<file path="src/rtl/sdf_flux_scheduler.sv">
// Firing controller for a multi-flux SDF actor shared between FLUX token streams.
// A round-robin arbiter grants a flux whose input FIFOs all hold a token, pops one
// token per port, fires the actor with that flux's configured operation, waits for
// the result and pushes it, flux-tagged, into the single output FIFO.
// Optional macro SDF_SCHED_STATS_EN adds per-flux completed-write counters
// (fire_cnt) with a synchronous clear (stats_clr).
module sdf_flux_scheduler #(
  parameter int DATA_WIDTH = 8,
  parameter int FLUX       = 2,
  parameter int PORTS      = 2,
  parameter int NUM_OP     = 2
) (
  input  logic                                  clk,
  input  logic                                  rst,
  input  logic [FLUX*PORTS-1:0]                 empty,
  output logic [FLUX*PORTS-1:0]                 read,
  input  logic                                  full,
  output logic                                  write,
  output logic [DATA_WIDTH+$clog2(FLUX)-1:0]    din,
  output logic                                  fire,
  output logic [$clog2(FLUX)-1:0]               fire_flux,
  output logic [$clog2(NUM_OP)-1:0]             op_sel,
  input  logic                                  res_valid,
  input  logic [DATA_WIDTH-1:0]                 res_data,
  input  logic                                  cfg_we,
  input  logic [$clog2(FLUX)-1:0]               cfg_flux,
  input  logic [$clog2(NUM_OP)-1:0]             cfg_op,
  output logic                                  busy
`ifdef SDF_SCHED_STATS_EN
  ,
  output logic [FLUX*16-1:0]                    fire_cnt,
  input  logic                                  stats_clr
`endif
);

  localparam int FW = $clog2(FLUX);
  localparam int OW = $clog2(NUM_OP);

  typedef enum logic [1:0] {
    IDLE,
    READ,
    EXEC,
    WRITE
  } state_t;

  state_t                state_q, state_d;
  logic [FW-1:0]         grant_q, grant_d;
  logic [FW-1:0]         last_q, last_d;
  logic [DATA_WIDTH-1:0] res_q, res_d;
  logic [OW-1:0]         optable_q [FLUX];
  logic [OW-1:0]         optable_d [FLUX];

  logic [FLUX-1:0]       elig;
  logic                  found;
  logic [FW-1:0]         pick;
  logic [FW-1:0]         cand;
  int unsigned           idx;

  // Eligibility per flux and round-robin search starting just after last_q
  always_comb begin
    elig  = '1;
    found = 1'b0;
    pick  = '0;
    cand  = '0;
    idx   = 0;
    for (int unsigned f = 0; f < FLUX; f++) begin
      for (int unsigned p = 0; p < PORTS; p++) begin
        if (empty[p*FLUX+f]) elig[f] = 1'b0;
      end
    end
    for (int unsigned i = 1; i <= FLUX; i++) begin
      idx  = (32'(last_q) + i) % FLUX;
      cand = FW'(idx);
      if (!found && elig[cand]) begin
        found = 1'b1;
        pick  = cand;
      end
    end
  end

  // Next-state logic and register updates for the firing sequence
  always_comb begin
    state_d = state_q;
    grant_d = grant_q;
    last_d  = last_q;
    res_d   = res_q;
    case (state_q)
      IDLE: begin
        if (found) begin
          grant_d = pick;
          state_d = READ;
        end
      end
      READ: state_d = EXEC;
      EXEC: begin
        if (res_valid) begin
          res_d   = res_data;
          state_d = WRITE;
        end
      end
      WRITE: begin
        if (!full) begin
          last_d  = grant_q;
          state_d = IDLE;
        end
      end
      default: state_d = IDLE;
    endcase
  end

  // Output decode from registered state; only write looks at full
  always_comb begin
    read      = '0;
    fire      = 1'b0;
    fire_flux = '0;
    op_sel    = '0;
    write     = 1'b0;
    din       = '0;
    busy      = (state_q != IDLE);
    case (state_q)
      READ: begin
        for (int unsigned p = 0; p < PORTS; p++) begin
          read[p*FLUX + 32'(grant_q)] = 1'b1;
        end
        fire      = 1'b1;
        fire_flux = grant_q;
        op_sel    = optable_q[grant_q];
      end
      WRITE: begin
        din   = {grant_q, res_q};
        write = !full;
      end
      default: ;
    endcase
  end

  // Op-table update; out-of-range index or value is dropped
  always_comb begin
    optable_d = optable_q;
    if (cfg_we && (32'(cfg_flux) < FLUX) && (32'(cfg_op) < NUM_OP)) begin
      optable_d[cfg_flux] = cfg_op;
    end
  end

  // Control and op-table registers
  always_ff @(posedge clk or posedge rst) begin
    if (rst) begin
      state_q <= IDLE;
      grant_q <= '0;
      last_q  <= FW'(FLUX-1);
      res_q   <= '0;
      for (int unsigned f = 0; f < FLUX; f++) optable_q[f] <= '0;
    end else begin
      state_q   <= state_d;
      grant_q   <= grant_d;
      last_q    <= last_d;
      res_q     <= res_d;
      optable_q <= optable_d;
    end
  end

`ifdef SDF_SCHED_STATS_EN
  logic [FLUX*16-1:0] cnt_q, cnt_d;

  // Per-flux completed-write counters; clear beats a same-cycle increment
  always_comb begin
    cnt_d = cnt_q;
    if (stats_clr) begin
      cnt_d = '0;
    end else if (write) begin
      cnt_d[32'(grant_q)*16 +: 16] = cnt_q[32'(grant_q)*16 +: 16] + 16'd1;
    end
  end

  // Counter register
  always_ff @(posedge clk or posedge rst) begin
    if (rst) cnt_q <= '0;
    else     cnt_q <= cnt_d;
  end

  assign fire_cnt = cnt_q;
`endif

endmodule

</file>
<file path="config.mk">
export PLATFORM = sky130hd
export DESIGN_NAME = sdf_flux_scheduler
export DESIGN_NICKNAME = d
export VERILOG_FILES = /design/src/rtl/sdf_flux_scheduler.sv
export SDC_FILE = /design/constraint.sdc
export NUM_CORES = 1
export LEC_CHECK = 0
export CAP_MARGIN = 25
export CORE_UTILIZATION = 39
export DETAILED_ROUTE_END_ITERATION = 10
export PLACE_DENSITY_LB_ADDON = 0.08
export RECOVER_POWER = 100
export SLEW_MARGIN = 5
export SYNTH_ARGS = -nofsm -noshare
export SYNTH_HDL_FRONTEND = slang
export SYNTH_SLANG_ARGS = --single-unit
</file>
<file path="constraint.sdc">
create_clock -name clk -period 1.5 [get_ports clk]
set_input_delay 0.225 -clock clk [delete_from_list [all_inputs] [get_ports clk]]
set_output_delay 0.225 -clock clk [all_outputs]
set_load 0.01 [all_outputs]
</file>
==> results by group <==
Outcome
  • Status: finished with violations
  • Failing checks: setup timing

Clock network
  • Root Driver: clkbuf_4
  • CTS tree: done
  • Clk sinks: 14
  • Reg clk slew, reported paths: approximately 0.08 ns
  • CTS H-tree lvls: 1
  • # hold bufs at CTS: 0
  • Clk buf depth: 2
  • Worst-skew pair later-pin latency: 0.28 ns
  • CTS buffer count: 3

Setup path
  • Worst Path Required: 1.27 ns
  • Worst-path cell chain: buf_4, ha_4, nor2b_2, buf_2
  • Worst EP arrival: 1.32 ns
  • FF-to-FF Start: state_q[0]
  • Worst-path maximum fanout: 4
  • CP endpoint kind: output pin
  • Largest stage delay, worst path: 0.42 ns
  • CP max stage cell: dfrtp_1
  • R2r worst-path depth: 6
  • Crit Reg-Reg Endpoint: last_q
  • CP Class: register to output pin
  • Reg2reg setup slack: 0 ns
  • CP Launch Type: register

Detailed routing
  • Final antenna-violating net count: 0
  • DRT iter0 DRCs: 4
  • DR vias/cell: 4.57
  • Drt first pass iters: 4
  • DR WL/cell: 11.8 µm
  • Vias: 640
  • DR DRC count: 0
  • Drt total wl: 1650 µm

Pwr
  • Clock share of power: 0.117
  • Leakage: 0.608 nW
  • Comb pwr share: 0.588
  • Psw: 0.775 mW
  • Internal power: roughly 1.6 mW
  • PD cells: around 1800 nW/µm²
  • Switching Share: 0.333
  • VDD IR max: 1200 µV
  • Seq pwr share: 0.295

STA
  • Final Max Slew Viols: 0
  • RSZ-0062 raised after global routing: yes
  • Setup ws final: -0.0449 ns
  • Fin. Hold Viols: 0
  • Clock Skew: 0.00281 ns
  • Min Tclk post-route: 1.54 ns
  • Worst-Margin Slew: about 0.52 ns
  • Slew HR: 0.652
  • Achievable Freq: 0.647 GHz
  • Period utilization: 1.03
  • Count of final setup violators: 17

Yosys
  • Number of enable flip-flop cells after synthesis: 0
  • Sequential share of the synthesized area: 0.458
  • Synthesized net count: between 80 and 90
  • FF+latch count, synth: 14
  • Most common cell in the synthesized netlist: dfrtp_1
  • Post-synth top area share: 0.423
  • Distinct cells, synth: 21
  • Synthesized area: 768 µm²
  • Top FF cell, synth: dfrtp_1
  • Post-synth ARST share: 1.00
  • Syn avg cell area: 11.8 µm²
  • Post-synth top cells: dfrtp_1, and2_1, mux2_2
  • Yosys top cell by area: dfrtp_1
  • Yosys warning count: 0
  • Cells after synthesis: 65
  • Main area contributors after synthesis: dfrtp_1, mux2_2, and2_1

Die
  • Core area: 1780 µm²
  • Starting density of the core: 0.431
  • Die W: 46.4 µm
  • # rows: 15
  • Die area: 2150 µm²
  • Die extent in y: 46.4 µm
  • Num ports: 37

Final layout
  • Antenna diodes: 0
  • Area Growth Syn to Fin: 66.3%
  • Layout Nets: 139
  • Share of layout cells above drive strength 1: 0.574
  • Post-route cell area: roughly 1300 µm²

GRT
  • Overall routing resource usage: 0.173
  • Remaining global-route overflow: 0
  • Vias in the first global route: 575
  • First-pass GRT wire length: roughly 2600 µm
  • Largest net degree at the start of global routing: 15
  • Initial antenna violation count: 0

Place
  • Area after DPL: 1190 µm²
  • # port buffers: 36
  • Worst slack, placed: -0.146 ns
  • Hpwl dp: 1170 µm
  • Routability Congestion: 0.679

Flow run
  • Max cap viols: 0

Worst hold path
  • HP Class: input port to async pin
-- how the worst max path moves through the flow --
stage          cells after the start  slack (ns)  startpoint       to
2_1_floorplan                      4        0.16  state_q[1]  read[2]
3_3_place_gp                       4       -0.11  state_q[0]    write
3_5_place_dp                       4       -0.15  state_q[1]  read[0]
4_1_cts                            4       -0.03  state_q[1]   din[8]
5_1_grt                            4       -0.10  state_q[0]  read[0]
6_report                           4       -0.04  state_q[0]  read[0]
-- state kept, by name, indices dropped and copies added (netlist names) --
| signal | flops |
|---|---|
| optable_q | 2 |
| grant_q | 1 |
| res_q | 8 |
| last_q | 1 |
| state_q | 2 |
-- layer usage --
metal | vias up | wire [µm] | track usage
met5 | - | 0 | 0
met2 | 20 | 861 | 0.267
li1 | 314 | - | -
met3 | 2 | 89 | 0.0706
met1 | 304 | 696 | 0.219
met4 | 0 | 4 | 0.0529
-- power by group through the flow --
stage                     Combinational, mW  Clock, mW  Sequential, mW
final                                  1.37      0.273           0.686
after global routing                   1.49      0.302           0.713
after CTS                              1.34      0.283           0.681
after detailed placement               1.22          0           0.676
after global placement                 1.20          0           0.663
after floorplan                       0.693          0           0.643
-- layout make-up --
| type | instances | area (µm²) |
|---|---|---|
| fillers | 146 | 505 |
| inverters | 5 | 18.8 |
| clock buffers | 4 | 36.3 |
| flip-flops and latches | 14 | 352 |
| repair buffers | 50 | 420 |
| well taps | 25 | 31.3 |
| multi-input cells | 42 | 419 |
-- cells by family after synthesis --
group	synth area share
fa+ha+maj	0.0651
mux	0.194
simple gates	0.164
flops	0.458
compound gates	0.0505
buf+inv	0.0684
-- metrics by stage --
step                       util  std cells  power [mW]  hold WS, ns  TNS [ns]
final                     0.716        140        2.33        0.402    -0.363
after global routing      0.716        140        2.50        0.433     -1.71
after CTS                 0.707        138        2.30        0.274    -0.537
after detailed placement  0.665        130        1.89        0.489     -1.72
after global placement    0.665        130        1.87        0.478     -1.37
after floorplan               -         65        1.34        0.114         0
-- repair_timing --
item,in CTS,in global routing
gates cloned,1,0
endpoints found under the setup margin,18,27
setup buffers,3,2
gates resized for setup,90,6
pin swaps,6,2
-- critical path: cells and delay by family (launching register included) --
family | cells | cell delay [ns]
flip-flops | 1 | 0.42
AND/OR/NAND/NOR | 1 | 0.15
buffers and inverters | 2 | 0.31
adder cells (fa/ha/maj) | 1 | 0.16
-- cell usage in the layout, fill, tap and decap left out --
| cell | netlist | final |
|---|---|---|
| nand2_4 | 1 | 1 |
| nor2_1 | 1 | 1 |
| dfrtp_1 | 13 | 13 |
| ha_4 | 0 | 2 |
| inv_2 | 0 | 2 |
| nor2b_4 | 0 | 1 |
| dlygate4sd3_1 | 0 | 2 |
| clkdlybuf4s50_1 | 0 | 16 |
| mux2i_1 | 1 | 1 |
| dfstp_2 | 1 | 1 |
| mux2_4 | 1 | 1 |
| a32o_1 | 1 | 1 |
| clkbuf_2 | 0 | 2 |
| and2_1 | 10 | 4 |
| mux2_1 | 1 | 1 |
| o21ai_1 | 1 | 1 |
| nand2_2 | 1 | 1 |
| mux2_2 | 10 | 10 |
| nor2b_2 | 0 | 1 |
| clkbuf_8 | 0 | 1 |
| a32oi_1 | 1 | 1 |
| buf_6 | 1 | 8 |
| nand2_1 | 3 | 3 |
| and2_4 | 0 | 6 |
| ha_2 | 0 | 2 |
| buf_2 | 0 | 10 |
| clkbuf_4 | 0 | 3 |
| inv_1 | 5 | 3 |
| buf_4 | 3 | 12 |
| nor2b_1 | 4 | 2 |
| o221ai_2 | 1 | 1 |
| nor2_2 | 1 | 1 |
No activity file was read; power rests on OpenSTA's default activity.
